`src/rtl/sprite_anim_sched_pkg.sv`:
```
// sprite_anim_pkg: shared types, constants and the orientation-to-row map
// for the Rojobot sprite animation scheduler.
package sprite_anim_pkg;

  localparam int NUM_FRAME_COLS = 3;
  localparam int NUM_FRAME_ROWS = 8;
  localparam logic [2:0] RESET_ROW = 3'd3;
  localparam logic [1:0] NEUTRAL_COL = 2'd1;

  typedef enum logic {
    ST_STILL,
    ST_WALK
  } anim_state_e;

  // Sprite sheet rows are not stored in compass order.
  function automatic logic [2:0] orient_to_row(input logic [2:0] orient);
    case (orient)
      3'd0: return 3'd1;
      3'd1: return 3'd7;
      3'd2: return 3'd3;
      3'd3: return 3'd5;
      3'd4: return 3'd0;
      3'd5: return 3'd4;
      3'd6: return 3'd2;
      default: return 3'd6;
    endcase
  endfunction

endpackage

```
`src/rtl/sprite_anim_sched_if.sv`:
```
// sprite_anim_sched_if: bot register inputs and committed frame outputs of
// the sprite animation scheduler.
interface sprite_anim_sched_if;
  logic        vsync_pulse;
  logic        anim_en;
  logic [7:0]  BotInfo_reg;
  logic [7:0]  LocX_reg;
  logic [7:0]  LocY_reg;
  logic [2:0]  frame_row;
  logic [1:0]  frame_col;
  logic [15:0] row_base;
  logic [15:0] col_base;
  logic        moving;
  logic        frame_update;

  modport master (
    output vsync_pulse, anim_en, BotInfo_reg, LocX_reg, LocY_reg,
    input  frame_row, frame_col, row_base, col_base, moving, frame_update
  );

  modport slave (
    input  vsync_pulse, anim_en, BotInfo_reg, LocX_reg, LocY_reg,
    output frame_row, frame_col, row_base, col_base, moving, frame_update
  );
endinterface

```
`src/rtl/sprite_anim_sched_tick_gen.sv`:
```
// anim_tick_gen: animation step counter; pulses tick once every TICK_COUNT
// enabled cycles and holds at its reload value while disabled.
module anim_tick_gen #(
  parameter int TICK_COUNT = 35000000
) (
  input  logic clk,
  input  logic reset_n,
  input  logic en_i,
  output logic tick_o
);
  localparam int W = $clog2(TICK_COUNT);
  localparam logic [W-1:0] RELOAD = W'(TICK_COUNT - 1);

  logic [W-1:0] cnt_q, cnt_d;

  assign tick_o = en_i && cnt_q == '0;
  assign cnt_d  = (!en_i || tick_o) ? RELOAD : cnt_q - 1'b1;

  always_ff @(posedge clk or negedge reset_n)
    if (!reset_n) cnt_q <= RELOAD;
    else          cnt_q <= cnt_d;
endmodule

```
`src/rtl/sprite_anim_sched.sv`:
```
// sprite_anim_sched: picks the sprite-sheet row/column for the Rojobot icon
// and commits it, with precomputed ROM bases, only on vertical sync.
module sprite_anim_sched
  import sprite_anim_pkg::*;
#(
  parameter int SCALING_FACTOR = 34,
  parameter int TICK_COUNT     = 35000000,
  parameter int IDLE_TICKS     = 4
) (
  input logic               clk,
  input logic               reset_n,
  sprite_anim_sched_if.slave bus
);
  if (7 * SCALING_FACTOR > 65535 || TICK_COUNT < 2 || IDLE_TICKS < 1 || IDLE_TICKS > 15)
  begin : g_param_chk
    $error("sprite_anim_sched: parameter out of range");
  end

  localparam logic [15:0] SF16 = 16'(SCALING_FACTOR);
  localparam logic [3:0]  IDLE_MAX = 4'(IDLE_TICKS);

  logic        tick, moved, commit, adv_dir_up, unused_bits;
  logic [1:0]  adv_col;
  anim_state_e state_q, state_d;
  logic [2:0]  pend_row_q, frame_row_q;
  logic [1:0]  pend_col_q, pend_col_d, frame_col_q;
  logic        dir_up_q, dir_up_d;
  logic [3:0]  idle_q, idle_d;
  logic [7:0]  last_x_q, last_y_q;
  logic [15:0] row_base_q, col_base_q;
  logic        moving_q, frame_update_q;

  anim_tick_gen #(.TICK_COUNT(TICK_COUNT)) u_tick (
    .clk    (clk),
    .reset_n(reset_n),
    .en_i   (bus.anim_en),
    .tick_o (tick)
  );

  assign unused_bits = ^bus.BotInfo_reg[7:3];
  assign moved  = tick && (bus.LocX_reg != last_x_q || bus.LocY_reg != last_y_q);
  assign commit = bus.vsync_pulse && {pend_row_q, pend_col_q} != {frame_row_q, frame_col_q};

  // Ping-pong bounces at both ends within the same step, so 0..2 is never left.
  assign adv_col    = pend_col_q == 2'd1 ? (dir_up_q ? 2'd2 : 2'd0) : 2'd1;
  assign adv_dir_up = pend_col_q == 2'd2 ? 1'b0 : pend_col_q == 2'd0 ? 1'b1 : dir_up_q;

  always_comb begin
    state_d    = state_q;
    pend_col_d = pend_col_q;
    dir_up_d   = dir_up_q;
    idle_d     = idle_q;
    if (!bus.anim_en) begin
      state_d    = ST_STILL;
      pend_col_d = NEUTRAL_COL;
      idle_d     = '0;
    end else if (tick && state_q == ST_STILL) begin
      if (moved) begin
        state_d    = ST_WALK;
        pend_col_d = 2'd0;
        dir_up_d   = 1'b1;
        idle_d     = '0;
      end
    end else if (tick) begin
      if (!moved && idle_q == IDLE_MAX) begin
        state_d    = ST_STILL;
        pend_col_d = NEUTRAL_COL;
        idle_d     = '0;
      end else begin
        idle_d     = moved ? 4'd0 : idle_q + 4'd1;
        pend_col_d = adv_col;
        dir_up_d   = adv_dir_up;
      end
    end
  end

  always_ff @(posedge clk or negedge reset_n)
    if (!reset_n) begin
      state_q        <= ST_STILL;
      pend_row_q     <= RESET_ROW;
      pend_col_q     <= NEUTRAL_COL;
      dir_up_q       <= 1'b1;
      idle_q         <= '0;
      last_x_q       <= '0;
      last_y_q       <= '0;
      frame_row_q    <= RESET_ROW;
      frame_col_q    <= NEUTRAL_COL;
      row_base_q     <= 16'(RESET_ROW) * SF16;
      col_base_q     <= 16'(NEUTRAL_COL) * SF16;
      moving_q       <= 1'b0;
      frame_update_q <= 1'b0;
    end else begin
      state_q        <= state_d;
      pend_row_q     <= orient_to_row(bus.BotInfo_reg[2:0]);
      pend_col_q     <= pend_col_d;
      dir_up_q       <= dir_up_d;
      idle_q         <= idle_d;
      last_x_q       <= tick ? bus.LocX_reg : last_x_q;
      last_y_q       <= tick ? bus.LocY_reg : last_y_q;
      frame_row_q    <= commit ? pend_row_q : frame_row_q;
      frame_col_q    <= commit ? pend_col_q : frame_col_q;
      row_base_q     <= commit ? 16'(pend_row_q) * SF16 : row_base_q;
      col_base_q     <= commit ? 16'(pend_col_q) * SF16 : col_base_q;
      moving_q       <= state_d == ST_WALK;
      frame_update_q <= commit;
    end

  assign bus.frame_row    = frame_row_q;
  assign bus.frame_col    = frame_col_q;
  assign bus.row_base     = row_base_q;
  assign bus.col_base     = col_base_q;
  assign bus.moving       = moving_q;
  assign bus.frame_update = frame_update_q;
endmodule
```
`src/flat_wrapper.sv`:
```
// flat-port wrapper written by rule: the top's interface ports become plain ports
module sprite_anim_sched_flat import sprite_anim_pkg::*;
#(
  parameter int SCALING_FACTOR = 34,
  parameter int TICK_COUNT     = 35000000,
  parameter int IDLE_TICKS     = 4
)
  (clk, reset_n, bus_vsync_pulse, bus_anim_en, bus_BotInfo_reg, bus_LocX_reg, bus_LocY_reg, bus_frame_row, bus_frame_col, bus_row_base, bus_col_base, bus_moving, bus_frame_update);
  sprite_anim_sched_if bus_i ();
  input logic clk;
  input logic reset_n;
  input wire logic [$bits(bus_i.vsync_pulse)-1:0] bus_vsync_pulse;
  input wire logic [$bits(bus_i.anim_en)-1:0] bus_anim_en;
  input wire logic [$bits(bus_i.BotInfo_reg)-1:0] bus_BotInfo_reg;
  input wire logic [$bits(bus_i.LocX_reg)-1:0] bus_LocX_reg;
  input wire logic [$bits(bus_i.LocY_reg)-1:0] bus_LocY_reg;
  output wire logic [$bits(bus_i.frame_row)-1:0] bus_frame_row;
  output wire logic [$bits(bus_i.frame_col)-1:0] bus_frame_col;
  output wire logic [$bits(bus_i.row_base)-1:0] bus_row_base;
  output wire logic [$bits(bus_i.col_base)-1:0] bus_col_base;
  output wire logic [$bits(bus_i.moving)-1:0] bus_moving;
  output wire logic [$bits(bus_i.frame_update)-1:0] bus_frame_update;
  assign bus_i.vsync_pulse = bus_vsync_pulse;
  assign bus_i.anim_en = bus_anim_en;
  assign bus_i.BotInfo_reg = bus_BotInfo_reg;
  assign bus_i.LocX_reg = bus_LocX_reg;
  assign bus_i.LocY_reg = bus_LocY_reg;
  assign bus_frame_row = bus_i.frame_row;
  assign bus_frame_col = bus_i.frame_col;
  assign bus_row_base = bus_i.row_base;
  assign bus_col_base = bus_i.col_base;
  assign bus_moving = bus_i.moving;
  assign bus_frame_update = bus_i.frame_update;
  sprite_anim_sched #(.SCALING_FACTOR(SCALING_FACTOR), .TICK_COUNT(TICK_COUNT), .IDLE_TICKS(IDLE_TICKS)) u_core (.clk(clk), .reset_n(reset_n), .bus(bus_i));
endmodule
```
`config.mk`:
```
export PLATFORM = sky130hd
export DESIGN_NAME = sprite_anim_sched_flat
export DESIGN_NICKNAME = d
export VERILOG_FILES = /design/src/rtl/sprite_anim_sched_pkg.sv /design/src/rtl/sprite_anim_sched_if.sv /design/src/rtl/sprite_anim_sched_tick_gen.sv /design/src/rtl/sprite_anim_sched.sv /design/src/flat_wrapper.sv
export SDC_FILE = /design/constraint.sdc
export NUM_CORES = 1
export LEC_CHECK = 0
export CAP_MARGIN = 20
export CORE_UTILIZATION = 30
export CTS_BUF_LIST = sky130_fd_sc_hd__clkbuf_8
export DETAILED_ROUTE_END_ITERATION = 10
export HOLD_SLACK_MARGIN = 0.12
export PLACE_DENSITY = 0.5
export SYNTH_ARGS = -nofsm -noshare
export SYNTH_HDL_FRONTEND = slang
export SYNTH_SLANG_ARGS = --single-unit
```
`constraint.sdc`:
```
create_clock -name clk -period 4.4 [get_ports clk]
set_clock_uncertainty 0.1 [all_clocks]
set_input_delay 0.88 -clock clk [delete_from_list [all_inputs] [get_ports clk]]
set_output_delay 0.88 -clock clk [all_outputs]
set_load 0.01 [all_outputs]
```
==> reports/qor.json, run 1 <==
{
  "synth_largest_area_cell": {"value": "dfrtp_1"},
  "placed_area": {"value": 3540, "unit": "sq um"},
  "timing.reg2reg.worst_path_depth": {"value": 5},
  "slew_headroom": {"value": 33.9, "unit": "%"},
  "setup.worst_path.start_class": {"value": "primary input"},
  "initial_antenna_violation_count": {"value": 0},
  "synth-main-ff-cell": {"value": "dfrtp_1"},
  "synth.cells.most_frequent": {"value": "dfrtp_1, buf_4, xor2_1"},
  "synth_edf_count": {"value": 0},
  "place.gp.congestion": {"value": 0.702},
  "grt_setup_unrepaired": {"value": "no"},
  "finalNetCount": {"value": 357},
  "asyncSetResetFlopFracSynth": {"value": 100, "unit": "%"},
  "placed_cells": {"value": 449},
  "finalCoreUtilization": {"value": 36.5, "unit": "%"},
  "setup_viol_count_final": {"value": 0},
  "power": {"value": 1.18, "unit": "mW"},
  "class_of_the_tightest_hold_or_removal_check": {"value": "reg2reg"},
  "grt_pass1_wl": {"value": 9.66, "unit": "mm"},
  "setup_tns": {"value": 0, "unit": "ns"},
  "critical_path_class": {"value": "in2reg"},
  "worst_setup_path_end_kind": {"value": "flip-flop"},
  "antenna-diode-count": {"value": 0},
  "detail_route.first_pass.iterations": {"value": 5},
  "design.die.area": {"value": 11000, "unit": "sq um"},
  "worst_slew_pin_slew": {"value": 0.988, "unit": "ns"},
  "clkSinkCount": {"value": 59},
  "largest_net_degree_at_the_start_of_global_routing": {"value": 44},
  "synth_seq_area_share": {"value": 47.5, "unit": "%"},
  "worst_ir_drop_vdd": {"value": 0.147, "unit": "mV"},
  "period_needed": {"value": 2.88, "unit": "ns"},
  "final_layout_size_suffix_gt1_share": {"value": 21.2, "unit": "%"},
  "h-tree-depth": {"value": 3},
  "number_of_buffers_created_by_cts": {"value": 9},
  "hold_buffers": {"value": 0},
  "crit_path_dat": {"value": 3.03, "unit": "ns"},
  "cts_max_path_buffers": {"value": 2},
  "yosysWarningCount": {"value": 0},
  "cts.root.buffer_cell": {"value": "clkbuf_8"},
  "critical_path_required": {"value": 4.55, "unit": "ns"},
  "yosys.cell_types.count": {"value": 46},
  "worstPathMaxFanout": {"value": 9},
  "clk-insertion-delay-late": {"value": 0.34, "unit": "ns"},
  "die_w": {"value": 105, "unit": "um"},
  "remaining_antenna_violation_count_after_routing": {"value": 0},
  "powerDensity": {"value": 315, "unit": "nW/um^2"},
  "placement.io_buffers": {"value": 39},
  "rr_startpoint": {"value": "u_core.u_tick.cnt_q[12]"},
  "final_design_area_no_fill": {"value": 3750, "unit": "sq um"},
  "worst_r2r_endpoint": {"value": "u_core.last_x_q[1]"},
  "drt_wl_total": {"value": 5.57, "unit": "mm"},
  "hpwl_reported_at_the_end_of_detailed_placement": {"value": 3.72, "unit": "mm"},
  "die_h": {"value": 105, "unit": "um"},
  "area.growth.synth_to_final": {"value": 18.5, "unit": "%"},
  "total_of_flip_flops_plus_latches_after_synthesis": {"value": 59},
  "grt_pass1_vias": {"value": 2006},
  "hold_viol": {"value": 0},
  "crit_path_start": {"value": "bus_LocX_reg[7]"},
  "max-cap-violations": {"value": 0},
  "route.detailed.drc": {"value": 0},
  "cts.repair.resized": {"value": 0},
  "fmax": {"value": 347, "unit": "MHz"},
  "finalCritPeriodShare": {"value": 65.5, "unit": "%"},
  "floorplan.initialDensity": {"value": 30.8, "unit": "%"},
  "mappedNetlistArea": {"value": 3170, "unit": "sq um"},
  "coreArea": {"value": 10300, "unit": "sq um"},
  "fillerInstances": {"value": 1032},
  "synth_area_per_cell": {"value": 10.9, "unit": "sq um"},
  "num_vias": {"value": 2085},
  "synth_top_cell_area_share": {"value": 30.0, "unit": "%"},
  "static-leakage-power": {"value": 1.56, "unit": "nW"},
  "cell_types_occupying_the_most_area_after_synthesis": {"value": "dfrtp_1, dfstp_2, buf_4, mux2_2, xor2_1"},
  "cts_setup_buffers": {"value": 0},
  "detail_route.iter0.violations": {"value": 52},
  "clkTransAtPathRegs": {"value": 0.07, "unit": "ns"},
  "yosys.cell_count.top_type": {"value": "dfrtp_1"},
  "area_used_by_multi_input_combinational_logic": {"value": 1410, "unit": "sq um"},
  "status": {"value": "complete, no violations"},
  "detailedPlace.worstSlack": {"value": 1.18, "unit": "ns"},
  "finalHoldWorstSlack": {"value": 0.364, "unit": "ns"},
  "worstSetupEndpoint": {"value": "u_core.idle_q[3]"},
  "ioPinCount": {"value": 67},
  "num_rows": {"value": 37},
  "final_max_slew_viol_count": {"value": 0},
  "clock_tree_from_tritoncts": {"value": "built"},
  "setup_slack": {"value": 1.52, "unit": "ns"},
  "minimum_setup_slack_among_reg_to_reg_paths": {"value": 1.78, "unit": "ns"},
  "vias_per_cell": {"value": 4.47},
  "finalNonFillerCells": {"value": 466},
  "gr-usage-all-layers": {"value": 11.3, "unit": "%"},
  "syn_inst": {"value": 290},
  "grt_overflow_total": {"value": 0},
  "avgRoutedWirePerCell": {"value": 12.0, "unit": "um"},
  "seqCellArea": {"value": 1500, "unit": "sq um"}
}
[critical path, cell delays in order]
cell and delay [ns]:
clkdlybuf4s50_1 0.44, xor2_1 0.16, nor4_1 0.45, nand4_1 0.43, o31a_2 0.49, o22ai_1 0.17
[cell usage in the layout, fill, tap and decap left out, types with 4 or more instances in the layout]
cell type and count:
clkbuf_8 10, clkdlybuf4s50_1 38, conb_1 22, dfrtp_1 38, dfstp_2 21, ha_1 4
inv_1 14, mux2_2 21, nand2_1 24, nand3_1 5, nor2_1 19, nor3_1 8
nor4_1 6, o22ai_1 4, xnor2_1 18, xor2_1 26
[worst min path at each step]
stage | startpoint | endpoint | slack, ns | cells after the start
6_report | u_core.u_tick.cnt_q[0] | u_core.u_tick.cnt_q[0] | 0.36 | 1
5_1_grt | reset_n | u_core.pend_row_q[2] | 0.38 | 1
4_1_cts | u_core.u_tick.cnt_q[0] | u_core.u_tick.cnt_q[0] | 0.37 | 1
3_5_place_dp | u_core.u_tick.cnt_q[0] | u_core.u_tick.cnt_q[0] | 0.35 | 1
3_3_place_gp | u_core.u_tick.cnt_q[0] | u_core.u_tick.cnt_q[0] | 0.35 | 1
2_1_floorplan | u_core.u_tick.cnt_q[0] | u_core.u_tick.cnt_q[0] | 0.33 | 1
[area by class of cell]
class	instances	area share, %
sequential	59	40.1
inverter	12	1.20
timing repair buffer	43	11.4
clock inverter	6	1.53
multi-input combinational	200	37.6
clock buffer	10	3.67
tap	136	4.54
[metal layers]
layer | global-route usage (%) | part of all wire, % | up-vias
li1 | - | - | 1007
met1 | 13.6 | 46 | 1003
met2 | 18.1 | 47 | 65
met3 | 3.81 | 4.7 | 10
met4 | 5.33 | 1.6 | 0
met5 | 0 | 0 | -
[power breakdown]
part	switching [mW]	internal (mW)
Sequential	0.0127	0.564
Clock	0.219	0.272
Combinational	0.0548	0.0611
[registers in the layout, indices dropped and copies added (netlist names)]
signal                   flops
u_core.u_tick.cnt_q         26
u_core.last_x_q              8
u_core.last_y_q              8
u_core.idle_q                4
u_core.pend_row_q            3
u_core.bus.frame_row         2
u_core.pend_col_q            2
u_core.bus.col_base          1
u_core.bus.frame_col         1
u_core.bus.frame_update      1
u_core.bus.row_base          1
u_core.dir_up_q              1
u_core.state_q               1
[cell families after synthesis]
logic type | count (synthesis) | share of synthesized area (%)
other | 1 | 0.118
adders and majority gates | 4 | 1.58
and+or+nand+nor | 88 | 15.6
xor gates and xnor gates | 44 | 12.2
AOI/OAI and AO/OA | 19 | 4.47
DFF | 59 | 47.5
buffers and inverters | 52 | 10.5
muxes | 23 | 8.10
(Power assumes the default switching activity.)
==> run 2: changes to the inputs <==
clock period = 2.8 ns   (was 4.4 ns; I/O delays follow)
==> run 2 against run 1 <==
Effect of this change: routed wire length fell by 1.0%; critical endpoint is now u_core.idle_q[2]; cell count is 0.64% higher; setup slack lost 1.3 ns; first-iteration DRC count increased by 17%; largest power group unchanged; die area unchanged.
==> reports/qor.json, run 2 (synthesis gave the netlist of run 1 again) <==
{
  "grt_overflow_total": {"value": 0, "change": "unchanged"},
  "status": {"value": "complete, no violations"},
  "finalCritPeriodShare": {"value": 93.4, "unit": "%"},
  "grt_setup_unrepaired": {"value": "no"},
  "avgRoutedWirePerCell": {"value": 11.8, "unit": "um", "change": "-1.6%"},
  "final_design_area_no_fill": {"value": 3810, "unit": "sq um", "change": "+1.5%"},
  "worstPathMaxFanout": {"value": 7, "change": "-2"},
  "cts.repair.resized": {"value": 0, "change": "unchanged"},
  "placed_cells": {"value": 453, "change": "+0.89%"},
  "setup_tns": {"value": 0, "unit": "ns", "change": "unchanged"},
  "largest_register_ff_count": {"value": 26, "change": "unchanged"},
  "remaining_antenna_violation_count_after_routing": {"value": 0, "change": "unchanged"},
  "clkTransAtPathRegs": {"value": 0.07, "unit": "ns", "change": "about the same"},
  "placement.io_buffers": {"value": 39, "change": "unchanged"},
  "place.gp.congestion": {"value": 0.689, "change": "-1.8%"},
  "worst_r2r_endpoint": {"value": "u_core.idle_q[2]"},
  "power": {"value": 1.91, "unit": "mW", "change": "+61%"},
  "worst_slew_pin_slew": {"value": 0.624, "unit": "ns", "change": "-0.364 ns"},
  "finalNonFillerCells": {"value": 469, "change": "+0.64%"},
  "number_of_buffers_created_by_cts": {"value": 9, "change": "unchanged"},
  "top_register": {"value": "u_core.u_tick.cnt_q"},
  "cell_internal_pwr": {"value": 1.49, "unit": "mW", "change": "+66%"},
  "setup_viol_count_final": {"value": 0, "change": "unchanged"},
  "hpwl_reported_at_the_end_of_detailed_placement": {"value": 3.73, "unit": "mm", "change": "+0.39%"},
  "initial_antenna_violation_count": {"value": 0, "change": "unchanged"},
  "p_sw_share": {"value": 22.1, "unit": "%", "change": "-2.1 points"},
  "placed_area": {"value": 3590, "unit": "sq um", "change": "+1.6%"},
  "grt_pass1_wl": {"value": 9.63, "unit": "mm", "change": "-0.36%"},
  "cts_max_path_buffers": {"value": 2, "change": "unchanged"},
  "drt_wl_total": {"value": 5.52, "unit": "mm", "change": "-1.0%"},
  "clock_tree_from_tritoncts": {"value": "built"},
  "largest_registers": {"value": "u_core.u_tick.cnt_q (26), u_core.last_x_q (8), u_core.last_y_q (8)"},
  "die_h": {"value": 105, "unit": "um", "change": "unchanged"},
  "vias_per_cell": {"value": 4.39, "change": "-1.9%"},
  "h-tree-depth": {"value": 3, "change": "unchanged"},
  "cts.root.buffer_cell": {"value": "clkbuf_8"},
  "slew_headroom": {"value": 58.0, "unit": "%", "change": "+24 points"},
  "seqPwrFrac": {"value": 47.5, "unit": "%", "change": "-1.2 points"},
  "cts_setup_buffers": {"value": 0, "change": "unchanged"},
  "minimum_setup_slack_among_reg_to_reg_paths": {"value": 0.19, "unit": "ns", "change": "-1.59 ns"},
  "grt_pass1_vias": {"value": 2016, "change": "+0.50%"},
  "final_layout_size_suffix_gt1_share": {"value": 21.9, "unit": "%", "change": "+0.71 points"},
  "finalHoldWorstSlack": {"value": 0.108, "unit": "ns", "change": "-0.256 ns"},
  "power.switching": {"value": 0.422, "unit": "mW", "change": "+47%"},
  "num_rows": {"value": 37, "change": "unchanged"},
  "detailedPlace.worstSlack": {"value": 0.0113, "unit": "ns", "change": "-1.16 ns"},
  "hold_buffers": {"value": 0, "change": "unchanged"},
  "setup.worst_path.start_class": {"value": "flip-flop"},
  "detail_route.iter0.violations": {"value": 61, "change": "+17%"},
  "num_vias": {"value": 2058, "change": "-1.3%"},
  "detail_route.first_pass.iterations": {"value": 4, "change": "-1"},
  "clkSinkCount": {"value": 59, "change": "unchanged"},
  "clk-insertion-delay-late": {"value": 0.33, "unit": "ns", "change": "about the same"},
  "finalNetCount": {"value": 360, "change": "+0.84%"},
  "worst_ir_drop_vdd": {"value": 0.249, "unit": "mV", "change": "+70%"},
  "static-leakage-power": {"value": 1.59, "unit": "nW", "change": "+2.2%"},
  "timing.reg2reg.worst_path_depth": {"value": 5, "change": "unchanged"},
  "critical_path_class": {"value": "reg2reg"},
  "layout_common_cells": {"value": "clkdlybuf4s50_1, dfrtp_1, xor2_1"},
  "rr_startpoint": {"value": "u_core.u_tick.cnt_q[3]"},
  "max-cap-violations": {"value": 0, "change": "unchanged"},
  "hold_viol": {"value": 0, "change": "unchanged"},
  "final_max_slew_viol_count": {"value": 0, "change": "unchanged"},
  "period_needed": {"value": 2.61, "unit": "ns"},
  "antenna-diode-count": {"value": 0, "change": "unchanged"},
  "crit_path_dat": {"value": 2.78, "unit": "ns", "change": "-0.25 ns"},
  "design.die.area": {"value": 11000, "unit": "sq um", "change": "unchanged"},
  "finalCoreUtilization": {"value": 37.0, "unit": "%", "change": "+0.55 points"},
  "die_w": {"value": 105, "unit": "um", "change": "unchanged"},
  "gr-usage-all-layers": {"value": 11.1, "unit": "%", "change": "-0.22 points"},
  "area.growth.synth_to_final": {"value": 20.2, "unit": "%"},
  "ioPinCount": {"value": 67, "change": "unchanged"},
  "fmax": {"value": 383, "unit": "MHz"},
  "setup_slack": {"value": 0.186, "unit": "ns", "change": "-1.33 ns"},
  "largest_net_degree_at_the_start_of_global_routing": {"value": 60, "change": "+36%"},
  "route.detailed.drc": {"value": 0, "change": "unchanged"},
  "class_of_the_tightest_hold_or_removal_check": {"value": "in2async"},
  "pwr-share-comb": {"value": 9.6, "unit": "%", "change": "-0.2 points"},
  "floorplan.initialDensity": {"value": 30.8, "unit": "%", "change": "unchanged"},
  "clockPowerShare": {"value": 42.9, "unit": "%", "change": "+1.4 points"},
  "worst_setup_path_end_kind": {"value": "flip-flop"},
  "coreArea": {"value": 10300, "unit": "sq um", "change": "unchanged"},
  "critical_path_required": {"value": 2.97, "unit": "ns", "change": "-1.58 ns"},
  "powerDensity": {"value": 501, "unit": "nW/um^2", "change": "+59%"}
}
==> run 2: worst max path at each step <==
stage	startpoint	to	slack (ns)	cells past startpoint
after CTS	u_core.u_tick.cnt_q[3]	u_core.idle_q[2]	0.18	5
after detailed placement	bus_LocY_reg[1]	u_core.idle_q[1]	0.01	7
final	u_core.u_tick.cnt_q[3]	u_core.idle_q[2]	0.19	5
after global placement	bus_LocY_reg[1]	u_core.idle_q[1]	0.02	7
after global routing	u_core.u_tick.cnt_q[3]	u_core.idle_q[2]	0.04	5
after floorplan	u_core.u_tick.cnt_q[19]	u_core.last_x_q[6]	0.27	6
==> run 2: critical path, cell delays in order (launching register included) <==
cell and delay (ns):
dfstp_2 0.39, nor4_2 0.59, nand4_1 0.44, or4_1 0.60, a2111o_1 0.37, o21ai_2 0.05
==> run 2: metal layers <==
metal	share of wire (%)	routed length, um	global-route usage (%)
met1	46	2530	13.2
met2	48	2650	18.6
met3	4.3	237	3.06
met4	1.9	104	5.13
met5	0	0	0
==> run 2: cell type report <==
| type | count | area (sq um) |
|---|---|---|
| fill | 1002 | 6470 |
| sequential | 59 | 1500 |
| multi-input combinational | 200 | 1410 |
| timing repair buffer | 46 | 463 |
| clock buffer | 13 | 179 |
| tap | 136 | 170 |
| inverter | 12 | 45.0 |
| clock inverter | 3 | 37.5 |
==> run 2: power by group through the flow <==
stage	registers (mW)	logic (mW)	clock network [mW]
floorplan	0.921	0.117	0
global placement	0.920	0.187	0
detailed placement	0.921	0.187	0
CTS	0.907	0.188	0.852
finish	0.906	0.183	0.819
global route	0.910	0.205	0.884
